==> config.mk <==
export PLATFORM = sky130hd
export DESIGN_NAME = pl_skid_stage_regs
export DESIGN_NICKNAME = d
export VERILOG_FILES = /design/src/rtl/pl_pkg.sv /design/src/rtl/pl_data_reg.sv /design/src/rtl/pl_skid_stage_regs.sv
export SDC_FILE = /design/constraint.sdc
export NUM_CORES = 1
export LEC_CHECK = 0
export ABC_AREA = 0
export BUFFER_PORTS_ARGS = -buffer_cell sky130_fd_sc_hd__buf_2
export CAP_MARGIN = 20
export CORE_MARGIN = 3
export CORE_UTILIZATION = 45
export CTS_CLUSTER_SIZE = 28
export DETAILED_ROUTE_END_ITERATION = 8
export PLACE_DENSITY = 0.8
export SLEW_MARGIN = 5
export SYNTH_ARGS = -nofsm -noshare
export SYNTH_HDL_FRONTEND = slang
export SYNTH_SLANG_ARGS = --single-unit
==> constraint.sdc <==
create_clock -name clk -period 1.5 [get_ports clk]
set_input_delay 0.15 -clock clk [delete_from_list [all_inputs] [get_ports clk]]
set_output_delay 0.15 -clock clk [all_outputs]
set_load 0.01 [all_outputs]
==> src/rtl/pl_pkg.sv <==
// Shared definitions for the pipeline-stage register family.
package pl_pkg;

  localparam logic [31:0] PL_NOP      = 32'h0000_0013;  // addi x0, x0, 0
  localparam logic [31:0] PL_ZEROWORD = 32'h0000_0000;

  // Stage payload widths: four 32-bit PC/instr fields plus a branch flag for IF/ID.
  localparam int unsigned PL_IF_ID_W = 129;
  localparam int unsigned PL_ID_EX_W = 193;

  typedef enum logic [1:0] {
    StEmpty = 2'd0,
    StOne   = 2'd1,
    StTwo   = 2'd2
  } pl_state_e;

  // Entries held in a given state.
  function automatic logic [1:0] pl_occ(pl_state_e st);
    logic [1:0] occ;
    unique case (st)
      StOne:   occ = 2'd1;
      StTwo:   occ = 2'd2;
      default: occ = 2'd0;
    endcase
    return occ;
  endfunction

endpackage

==> src/rtl/pl_data_reg.sv <==
// Payload register: async clear to NOP_VAL, synchronous clear (wins over load), load enable.
module pl_data_reg #(
  parameter int unsigned         DATA_W  = 129,
  parameter logic [DATA_W-1:0]   NOP_VAL = '0
) (
  input  logic              clk,
  input  logic              rst_n,
  input  logic              clr_i,
  input  logic              ld_i,
  input  logic [DATA_W-1:0] d_i,
  output logic [DATA_W-1:0] q_o
);

  logic [DATA_W-1:0] data_q;

  // Hold, clear to bubble, or capture a new payload.
  always_ff @(posedge clk or negedge rst_n) begin
    if (!rst_n) begin
      data_q <= NOP_VAL;
    end else if (clr_i) begin
      data_q <= NOP_VAL;
    end else if (ld_i) begin
      data_q <= d_i;
    end
  end

  assign q_o = data_q;

endmodule

==> src/rtl/pl_skid_stage_regs.sv <==
// Valid/ready pipeline-stage register with optional skid entry and flush-to-bubble.
module pl_skid_stage_regs
  import pl_pkg::*;
#(
  parameter int unsigned       DATA_W  = PL_IF_ID_W,
  parameter logic [DATA_W-1:0] NOP_VAL = DATA_W'(PL_NOP),
  parameter bit                SKID_EN = 1'b1
) (
  input  logic              clk,
  input  logic              rst_n,
  input  logic              flush_i,
  input  logic              up_valid_i,
  output logic              up_ready_o,
  input  logic [DATA_W-1:0] up_data_i,
  output logic              dn_valid_o,
  input  logic              dn_ready_i,
  output logic [DATA_W-1:0] dn_data_o,
  output logic [1:0]        occ_o
);

  pl_state_e         state_q, state_d;
  logic              up_ready_q, up_ready_d;
  logic              push, pop;
  logic              main_ld, main_clr, skid_ld, skid_clr;
  logic [DATA_W-1:0] main_src, main_q, skid_q;

  assign dn_valid_o = (state_q != StEmpty);
  assign occ_o      = pl_occ(state_q);
  assign dn_data_o  = main_q;  // main is cleared to NOP_VAL whenever the stage empties
  // Without a skid entry, a full register can only accept alongside a same-cycle pop.
  assign up_ready_o = SKID_EN ? up_ready_q : (dn_ready_i | ~dn_valid_o);
  assign push       = up_valid_i & up_ready_o;
  assign pop        = dn_valid_o & dn_ready_i;

  // Next state, register load/clear strobes and the registered ready.
  always_comb begin
    state_d  = state_q;
    main_ld  = 1'b0;
    main_clr = 1'b0;
    skid_ld  = 1'b0;
    skid_clr = 1'b0;
    main_src = up_data_i;
    if (flush_i) begin
      state_d  = StEmpty;
      main_clr = 1'b1;
      skid_clr = 1'b1;
    end else begin
      unique case (state_q)
        StEmpty: begin
          if (push) begin
            state_d = StOne;
            main_ld = 1'b1;
          end
        end
        StOne: begin
          if (push && pop) begin
            main_ld = 1'b1;
          end else if (push && SKID_EN) begin
            state_d = StTwo;
            skid_ld = 1'b1;
          end else if (pop) begin
            state_d  = StEmpty;
            main_clr = 1'b1;
          end
        end
        StTwo: begin
          if (pop) begin
            state_d  = StOne;
            main_ld  = 1'b1;
            main_src = skid_q;
            skid_clr = 1'b1;
          end
        end
        default: begin
          state_d  = StEmpty;
          main_clr = 1'b1;
          skid_clr = 1'b1;
        end
      endcase
    end
    up_ready_d = (state_d != StTwo);
  end

  // State and registered upstream ready.
  always_ff @(posedge clk or negedge rst_n) begin
    if (!rst_n) begin
      state_q    <= StEmpty;
      up_ready_q <= 1'b1;
    end else begin
      state_q    <= state_d;
      up_ready_q <= up_ready_d;
    end
  end

  pl_data_reg #(
    .DATA_W  (DATA_W),
    .NOP_VAL (NOP_VAL)
  ) u_main (
    .clk   (clk),
    .rst_n (rst_n),
    .clr_i (main_clr),
    .ld_i  (main_ld),
    .d_i   (main_src),
    .q_o   (main_q)
  );

  if (SKID_EN) begin : g_skid
    pl_data_reg #(
      .DATA_W  (DATA_W),
      .NOP_VAL (NOP_VAL)
    ) u_skid (
      .clk   (clk),
      .rst_n (rst_n),
      .clr_i (skid_clr),
      .ld_i  (skid_ld),
      .d_i   (up_data_i),
      .q_o   (skid_q)
    );
  end else begin : g_no_skid
    logic unused_skid;
    assign unused_skid = skid_ld | skid_clr;
    assign skid_q      = NOP_VAL;
  end

endmodule

==> results of run 1 <==
-- worst paths after layout --
path	from	to	slack, ns	depth (start not counted)
min in group asynchronous	rst_n	u_main.q_o[22]	0.13	2
worst max register to register	state_q[1]	u_main.q_o[104]	-0.24	6
worst min-delay path	flush_i	state_q[0]	0.07	3
max in group asynchronous	rst_n	u_main.q_o[99]	0.73	3
worst max-delay path	state_q[1]	u_main.q_o[104]	-0.24	6
worst min register to register	g_skid.u_skid.q_o[0]	g_skid.u_skid.q_o[0]	0.47	2
-- what timing repair did --
item                       in CTS  in global routing
setup buffers                  11                  2
hold endpoints to repair      518                  0
cloned                          6                 13
resized for setup              33                 44
pin swaps                      13                 12
hold buffers                  130                  0
setup endpoints to repair     260                263
-- final cells by class --
class / instances / area [um2]
multi-input cells: 411 / 4000
clock inverters: 8 / 146
clock buffers: 43 / 828
repair buffers: 507 / 4220
diodes: 5 / 12.5
fillers: 1438 / 6880
well taps: 313 / 392
inverters: 6 / 22.5
flip-flops and latches: 261 / 6540
-- per-layer routing --
| metal | GRT usage | vias up |
|---|---|---|
| li1 | - | 3857 |
| met1 | 0.323 | 4708 |
| met2 | 0.453 | 505 |
| met3 | 0.0472 | 119 |
| met4 | 0.105 | 0 |
| met5 | 0 | - |
-- cells in the mapped netlist, drive strengths merged, types with 2 or more instances --
library cell | count | area [um2]
o2bb2ai | 126 | 1100
a22o | 126 | 1100
a2bb2oi | 4 | 41.3
clkbuf | 10 | 38.8
mux2 | 3 | 33.8
nand2 | 2 | 7.51
a21oi | 2 | 10.0
dfstp | 7 | 184
buf | 61 | 397
o21bai | 2 | 15.0
dfrtp | 254 | 6360
o32a | 3 | 30.0
inv | 6 | 22.5
and3b | 2 | 17.5
nor2 | 3 | 18.8
mux2i | 126 | 1260
-- metrics by stage --
| stage | instances | utilization | area (um2) | hold slack (ns) |
|---|---|---|---|---|
| 3_3_place_gp | 1336 | 0.564 | 13000 | 0.103 |
| 3_5_place_dp | 1336 | 0.564 | 13000 | 0.108 |
| 5_1_grt | 1553 | 0.701 | 16200 | 0.0860 |
| 2_1_floorplan | 748 | - | 10900 | -0.146 |
| 4_1_cts | 1534 | 0.679 | 15700 | 0.0456 |
| 6_report | 1554 | 0.701 | 16200 | 0.0729 |
-- critical path, stage by stage, from the launching register on --
cell	delay (ns)
sky130_fd_sc_hd__dfrtp_2	0.43
sky130_fd_sc_hd__buf_4	0.14
sky130_fd_sc_hd__and3b_2	0.27
sky130_fd_sc_hd__o21ai_2	0.09
sky130_fd_sc_hd__a21o_4	0.30
sky130_fd_sc_hd__clkbuf_16	0.24
sky130_fd_sc_hd__o2bb2ai_2	0.18
-- cell families (layout without fill, tap and decap cells) --
| kind of cell | after synthesis | after routing | synth area share |
|---|---|---|---|
| other | 0 | 5 | 0 |
| buffers and inverters | 77 | 564 | 0.0427 |
| XOR/XNOR | 1 | 1 | 0.000816 |
| multiplexers | 129 | 129 | 0.121 |
| AND/OR/NAND/NOR | 14 | 14 | 0.0103 |
| AO/OA/AOI/OAI | 266 | 267 | 0.217 |
| flip-flops | 261 | 261 | 0.609 |
-- state kept, by name, indices dropped and copies added (netlist names) --
name	cells
state_q	2
up_ready_o	1
u_main.q_o	129
g_skid.u_skid.q_o	129
-- power by group --
group	switching (mW)	total [mW]	internal (mW)
Clock	2.81	7.30	4.48
Sequential	0.275	7.69	7.42
Combinational	1.38	2.69	1.30
==> results.json, run 1 <==
{
  "finalSetupTns_ns": -40.36,
  "start_util": 0.466,
  "postSynthAreaPerCell_um2": 14.4,
  "total_of_endpoints_with_negative_setup_slack_in_the_final_report": 261,
  "grt_first_pass_wirelength_mm": 54.6,
  "powerDensity_mw_per_mm2": 1090,
  "synth_ff_type": "sky130_fd_sc_hd__dfrtp_1",
  "relSlewSlack": 0.697,
  "met3_length_mm": 2.80,
  "synth_nets": 882,
  "finalHoldViolCount": 0,
  "io_buffer_count": 266,
  "route.met2.wl_mm": 18.8,
  "finish.net_count": 1349,
  "static-leakage-power_nw": 7.63,
  "ant_nets": 0,
  "preCtsSetupSlack_ns": -0.215,
  "syn_inst": 748,
  "layout.cells.most_common_list": "265 x sky130_fd_sc_hd__buf_2, 253 x sky130_fd_sc_hd__dfrtp_1, 130 x sky130_fd_sc_hd__dlygate4sd3_1",
  "vias_in_the_first_global_route": 9964,
  "worst-slew-pin-transition_ns": 0.455,
  "setup.worst_path.class": "reg2reg",
  "post_drt_wl_per_cell_um": 23.8,
  "die_x_um": 160,
  "areaGrowthSynthToFinish_pct": 50.6,
  "required_ns": 1.94,
  "row_count": 55,
  "ratio_of_cells_with_drive_above_1_in_the_final_layout": 0.386,
  "cts.htree.levels": 1,
  "worst_slack_ns": -0.240,
  "routed-via-count": 9189,
  "synth_warnings": 0,
  "holdCritPathClass": "in2reg",
  "design.portCount": 267,
  "cts-root-buf": "sky130_fd_sc_hd__clkbuf_16",
  "rsz_0062_raised_after_global_routing": "true",
  "worstPathMaxFanout": 20,
  "dp_hpwl_mm": 19.1,
  "synthArstFlopShare": 1.00,
  "ctsLongestPathBuffers": 3,
  "report.power.total_mw": 17.7,
  "status": "finished, violations left",
  "ys_seq_elements": 261,
  "routed_wirelength_mm": 37.0,
  "mostFrequentLayoutCell": "sky130_fd_sc_hd__buf_2",
  "startpoint_type": "register",
  "grt_util_all_layers": 0.261,
  "drt_pass1_iterations": 5,
  "clock.fmax_mhz": 575,
  "drcViolationCount": 0,
  "routed.top_layer": "met4",
  "critical_path_arrival_ns": 2.18,
  "setup.worst_path.end_class": "register",
  "path_clk_slew_ns": 0.06,
  "wirelength_met1_mm": 14.0,
  "floorplan.die_area_mm2": 0.0257,
  "maximum_number_of_pins_on_one_net_before_global_route_repair": 53,
  "tritoncts": "built",
  "clk-insertion-delay-late_ns": 0.53,
  "cts-buffers-inserted": 28,
  "post-route-min-period_ns": 1.74,
  "post_synth_num_cell_types": 33,
  "max-vdd-ir-drop_uv": 848,
  "synth_seq_area_share": 0.609,
  "cts_sinks": 261,
  "maxCapViolCount": 0,
  "synth-edff-count": 0,
  "viasPerCell": 5.91,
  "gp_congestion": 0.821,
  "drtIter0Drc": 790,
  "grt-ovfl-total": 0,
  "core_area_mm2": 0.0231,
  "violations": "setup timing",
  "initial_antenna_violation_count": 4,
  "layout_worst_path_cycle_share": 1.16,
  "mappedNetlistArea_mm2": 0.0107,
  "skew_ns": 0.00656,
  "fp.dieH_um": 160,
  "final_max_slew_viol_count": 0
}
No activity file was read; power rests on OpenSTA's default activity.
==> inputs of run 2 (changes only) <==
--- a/config.mk
+++ b/config.mk
@@ -8,10 +8,11 @@
 export ABC_AREA = 0
 export BUFFER_PORTS_ARGS = -buffer_cell sky130_fd_sc_hd__buf_2
 export CAP_MARGIN = 20
-export CORE_MARGIN = 3
+export CORE_MARGIN = 4
 export CORE_UTILIZATION = 45
 export CTS_CLUSTER_SIZE = 28
 export DETAILED_ROUTE_END_ITERATION = 8
+export HOLD_SLACK_MARGIN = 0.05
 export PLACE_DENSITY = 0.8
 export SLEW_MARGIN = 5
 export SYNTH_ARGS = -nofsm -noshare
==> results.json, run 2 (same netlist as run 1, synthesis figures left out) <==
{
  "drtIter0Drc": 753,
  "layout.cells.most_common_list": "262 x sky130_fd_sc_hd__buf_2, 253 x sky130_fd_sc_hd__dfrtp_1, 132 x sky130_fd_sc_hd__dlygate4sd3_1",
  "finalHoldViolCount": 0,
  "static-leakage-power_nw": 7.79,
  "tritoncts": "built",
  "setup.worst_path.class": "reg2reg",
  "cts-buffers-inserted": 29,
  "violations": "setup timing",
  "start_util": 0.457,
  "clock.fmax_mhz": 558,
  "die_x_um": 162,
  "post-route-min-period_ns": 1.79,
  "required_ns": 1.91,
  "mostFrequentLayoutCell": "sky130_fd_sc_hd__buf_2",
  "grt_first_pass_wirelength_mm": 54.0,
  "startpoint_type": "register",
  "areaGrowthSynthToFinish_pct": 55.3,
  "holdCritPathClass": "in2async",
  "grt_util_all_layers": 0.253,
  "dp_hpwl_mm": 19.7,
  "gp_congestion": 0.787,
  "finalSetupTns_ns": -43.97,
  "design.portCount": 267,
  "met3_length_mm": 2.91,
  "clk-insertion-delay-late_ns": 0.53,
  "cts_sinks": 261,
  "cts-root-buf": "sky130_fd_sc_hd__clkbuf_16",
  "r2r.worst_path.cells": 7,
  "powerDensity_mw_per_mm2": 1060,
  "slack_of_the_worst_reg_to_reg_path_ns": -0.29,
  "hold_ws_ns": 0.139,
  "worstPathMaxFanout": 7,
  "skew_ns": 0.00977,
  "row_count": 56,
  "critical_path_arrival_ns": 2.21,
  "worst_slack_ns": -0.294,
  "viasPerCell": 5.92,
  "floorplan.die_area_mm2": 0.0264,
  "post_drt_wl_per_cell_um": 24.0,
  "final_max_slew_viol_count": 0,
  "initial_antenna_violation_count": 3,
  "max-vdd-ir-drop_uv": 802,
  "io_buffer_count": 266,
  "worst-slew-pin-transition_ns": 0.441,
  "vias_in_the_first_global_route": 9834,
  "cts.htree.levels": 1,
  "maximum_number_of_pins_on_one_net_before_global_route_repair": 50,
  "path_clk_slew_ns": 0.06,
  "status": "finished, violations left",
  "route.met2.wl_mm": 18.9,
  "fp.dieH_um": 162,
  "ctsLongestPathBuffers": 3,
  "relSlewSlack": 0.706,
  "routed.top_layer": "met4",
  "layout_worst_path_cycle_share": 1.20,
  "ant_nets": 0,
  "total_of_endpoints_with_negative_setup_slack_in_the_final_report": 261,
  "finish.net_count": 1368,
  "worst_r2r_startpoint": "state_q[0]",
  "ratio_of_cells_with_drive_above_1_in_the_final_layout": 0.395,
  "drt_pass1_iterations": 5,
  "grt-ovfl-total": 0,
  "routed_wirelength_mm": 37.9,
  "wirelength_met1_mm": 14.4,
  "rsz_0062_raised_after_global_routing": "true",
  "drcViolationCount": 0,
  "report.power.total_mw": 17.7,
  "routed-via-count": 9329,
  "core_area_mm2": 0.0235,
  "setup.worst_path.end_class": "register",
  "maxCapViolCount": 0,
  "critical_path.reg2reg.endpoint": "u_main.q_o[34]"
}
run 2: changes by cell type in the layout (fill, tap and decap cells not counted), moves of 8 or more:
| cell | previous run | this run |
|---|---|---|
| sky130_fd_sc_hd__buf_12 | 28 | 37 |
| sky130_fd_sc_hd__mux2i_4 | 1 | 9 |
| sky130_fd_sc_hd__buf_4 | 47 | 39 |
| sky130_fd_sc_hd__o2bb2ai_1 | 107 | 115 |
| sky130_fd_sc_hd__o2bb2ai_2 | 19 | 11 |
run 2: layout make-up:
class	count	area, um2
Clock buffer	42	845
Multi-Input combinational cell	410	4060
Antenna cell	3	7.51
Fill cell	1392	6800
Tap cell	319	399
Sequential cell	261	6540
Clock inverter	8	119
Inverter	6	25.0
Timing Repair Buffer	526	4680
run 2: how the worst max path moves through the flow:
| stage | startpoint | endpoint | slack [ns] | depth (start not counted) |
|---|---|---|---|---|
| after global routing | state_q[0] | u_main.q_o[34] | -0.37 | 7 |
| after floorplan | state_q[0] | u_main.q_o[18] | -0.11 | 7 |
| after global placement | state_q[0] | u_main.q_o[61] | -0.11 | 6 |
| final | state_q[0] | u_main.q_o[34] | -0.29 | 7 |
| after CTS | state_q[0] | u_main.q_o[82] | -0.17 | 8 |
| after detailed placement | state_q[0] | u_main.q_o[86] | -0.19 | 6 |
run 2: per-layer routing:
layer,track usage,vias up
met5,0,-
met4,0.0953,0
met3,0.0440,142
met2,0.437,592
met1,0.319,4719
li1,-,3876
run 2: stage by stage:
| step | utilization | setup WS [ns] | cells | instance area, um2 |
|---|---|---|---|---|
| after floorplan | - | -0.108 | 748 | 10900 |
| after global placement | 0.563 | -0.113 | 1353 | 13200 |
| after detailed placement | 0.563 | -0.189 | 1353 | 13200 |
| after CTS | 0.679 | -0.167 | 1553 | 15900 |
| after global routing | 0.710 | -0.372 | 1575 | 16700 |
| final | 0.710 | -0.294 | 1575 | 16700 |
run 2: worst max-delay path, stage by stage (launching register included):
cell and delay, ns:
sky130_fd_sc_hd__dfrtp_1 0.39, sky130_fd_sc_hd__nand2b_4 0.17, sky130_fd_sc_hd__nor3b_4 0.19, sky130_fd_sc_hd__buf_6 0.17, sky130_fd_sc_hd__buf_12 0.17, sky130_fd_sc_hd__buf_16 0.16, sky130_fd_sc_hd__mux2i_1 0.31, sky130_fd_sc_hd__o2bb2ai_1 0.10
run 2: where the power goes:
group,internal (mW),total (mW),switching [mW]
registers,7.42,7.69,0.270
logic,1.36,2.74,1.38
clock network,4.39,7.25,2.86
run 2: timing repair:
action / in CTS / in global routing
pin swaps: 45 / 38
resized for setup: 42 / 74
endpoints found under the setup margin: 261 / 262
gates cloned: 6 / 17
setup buffers: 12 / 5
endpoints found under the hold margin: 520 / 0
hold buffers: 132 / 0
==> inputs of run 3 (changes only) <==
--- a/config.mk
+++ b/config.mk
@@ -10,6 +10,7 @@
 export CAP_MARGIN = 20
 export CORE_MARGIN = 4
 export CORE_UTILIZATION = 45
+export CTS_BUF_LIST = sky130_fd_sc_hd__clkbuf_4 sky130_fd_sc_hd__clkbuf_8
 export CTS_CLUSTER_SIZE = 28
 export DETAILED_ROUTE_END_ITERATION = 8
 export HOLD_SLACK_MARGIN = 0.05
==> results.json, run 3 (same netlist as run 1, synthesis figures left out) <==
{
  "grt_util_all_layers": 0.241,
  "maximum_number_of_pins_on_one_net_before_global_route_repair": 50,
  "gp_congestion": 0.787,
  "ctsLongestPathBuffers": 3,
  "grt_first_pass_wirelength_mm": 51.9,
  "cts-buffers-inserted": 43,
  "critical_path_cell_count": 7,
  "crit_slowest_cell": "sky130_fd_sc_hd__dfrtp_1",
  "layout.cells.most_common_list": "263 x sky130_fd_sc_hd__buf_2, 253 x sky130_fd_sc_hd__dfrtp_1, 132 x sky130_fd_sc_hd__dlygate4sd3_1",
  "hold_ws_ns": 0.130,
  "static-leakage-power_nw": 7.57,
  "finalHoldViolCount": 0,
  "total_of_endpoints_with_negative_setup_slack_in_the_final_report": 261,
  "mostFrequentLayoutCell": "sky130_fd_sc_hd__buf_2",
  "drcViolationCount": 0,
  "final_core_utilization": 0.682,
  "cell_breakdown_of_the_critical_path": "nand2b_4 > nor3b_4 > buf_6 > buf_12 > clkbuf_16 > mux2i_1 > o2bb2ai_1",
  "finalNonFillerCells": 1576,
  "row_count": 56,
  "start_util": 0.457,
  "worstPathMaxFanout": 10,
  "ant_nets": 0,
  "drtIter0Drc": 782,
  "clk-insertion-delay-late_ns": 0.53,
  "cp-endpoint": "u_main.q_o[37]",
  "post_drt_wl_per_cell_um": 21.9,
  "die_x_um": 162,
  "layout_worst_path_cycle_share": 1.17,
  "worst_r2r_startpoint": "state_q[0]",
  "dpl_cell_area_mm2": 0.0132,
  "finish.net_count": 1364,
  "powerDensity_mw_per_mm2": 1050,
  "violations": "setup timing",
  "antenna-diode-count": 0,
  "holdCritPathClass": "in2async",
  "routed_wirelength_mm": 34.5,
  "viasPerCell": 5.78,
  "status": "finished, violations left",
  "cts-root-buf": "sky130_fd_sc_hd__clkbuf_8",
  "dp_hpwl_mm": 19.7,
  "slack_of_the_worst_reg_to_reg_path_ns": -0.26,
  "cts_sinks": 261,
  "cpPeakStageDelay_ns": 0.40,
  "critical_path_arrival_ns": 2.15,
  "design.portCount": 267,
  "worstSetupStartpoint": "state_q[0]",
  "grt-ovfl-total": 0,
  "placed_cells_incl_taps": 1353,
  "skew_ns": 0.0189,
  "setup.worst_path.end_class": "register",
  "drt_pass1_iterations": 8,
  "ratio_of_cells_with_drive_above_1_in_the_final_layout": 0.396,
  "r2r.worst_path.cells": 7,
  "clock.fmax_mhz": 568,
  "rsz_0062_raised_after_global_routing": "true",
  "final_cell_area_mm2": 0.0160,
  "floorplan.die_area_mm2": 0.0264,
  "startpoint_type": "register",
  "worst_slack_ns": -0.259,
  "maxCapViolCount": 0,
  "relSlewSlack": 0.710,
  "tritoncts": "built",
  "num-fill-cells": 1497,
  "path_delay_family": "buffers and inverters",
  "initial_antenna_violation_count": 0,
  "vias_in_the_first_global_route": 9745,
  "preCtsSetupSlack_ns": -0.189,
  "setup.worst_path.class": "reg2reg",
  "fp.dieH_um": 162,
  "areaGrowthSynthToFinish_pct": 49.2,
  "critical_path.reg2reg.endpoint": "u_main.q_o[37]",
  "worst-slew-pin-transition_ns": 0.436,
  "post-route-min-period_ns": 1.76,
  "io_buffer_count": 266,
  "path_clk_slew_ns": 0.06,
  "routed-via-count": 9106,
  "required_ns": 1.89,
  "final_max_slew_viol_count": 0,
  "core_area_mm2": 0.0235,
  "cts.htree.levels": 2,
  "crit_buf_inv": 3,
  "max-vdd-ir-drop_uv": 687
}
==> run 3: cell count changes in the layout (fill, tap and decap cells not counted), moves of 6 or more <==
cell                        change
sky130_fd_sc_hd__clkbuf_16     -37
sky130_fd_sc_hd__buf_6         -13
sky130_fd_sc_hd__clkbuf_4      +14
sky130_fd_sc_hd__buf_8          -9
sky130_fd_sc_hd__clkbuf_1       -6
sky130_fd_sc_hd__clkbuf_8      +49
sky130_fd_sc_hd__buf_4         +18
==> run 3: how the worst min path moves through the flow <==
stage	startpoint	endpoint	slack [ns]	depth (start not counted)
after floorplan	rst_n	g_skid.u_skid.q_o[100]	-0.15	0
after global placement	rst_n	u_main.q_o[2]	0.1	1
after detailed placement	rst_n	u_main.q_o[126]	0.10	1
after CTS	rst_n	u_main.q_o[3]	0.11	2
after global routing	rst_n	u_main.q_o[126]	0.14	2
final	rst_n	u_main.q_o[126]	0.13	2
==> run 3: area by class of cell <==
class                   count  area (um2)  share of cell area
inverters                   6        25.0             0.00156
flip-flops and latches    261        6540               0.408
multi-input cells         410        3970               0.248
clock buffers              70         876              0.0547
clock inverters             2        35.0             0.00219
well taps                 319         399              0.0249
repair buffers            508        4170               0.260
==> run 3: power breakdown <==
| group | switching (mW) | total [mW] | internal [mW] | leakage, nW |
|---|---|---|---|---|
| registers | 0.256 | 7.68 | 7.42 | 3.53 |
| clock network | 2.80 | 6.63 | 3.83 | 0.485 |
| logic | 1.28 | 2.53 | 1.24 | 3.56 |
==> run 3: timing repair <==
action,4_1_cts,5_1_grt
cloned,2,7
hold buffers,132,0
resized for setup,24,42
hold endpoints to repair,520,0
setup buffers,10,2
pin swaps,3,5
setup endpoints to repair,262,262
==> run 3: through the flow <==
stage	power (mW)	TNS [ns]
2_1_floorplan	8.61	-15.97
3_3_place_gp	9.75	-21.91
3_5_place_dp	9.81	-29.65
4_1_cts	16.7	-28.24
5_1_grt	17.5	-59.66
6_report	16.8	-40.62
==> run 3: layer usage <==
| layer | wire length (um) | GRT usage | share of wire | vias up |
|---|---|---|---|---|
| met5 | 0 | 0 | 0 | - |
| met3 | 2670 | 0.0506 | 0.077 | 129 |
| met2 | 17300 | 0.410 | 0.50 | 536 |
| li1 | - | - | - | 3864 |
| met1 | 13200 | 0.305 | 0.38 | 4577 |
| met4 | 1310 | 0.0907 | 0.038 | 0 |
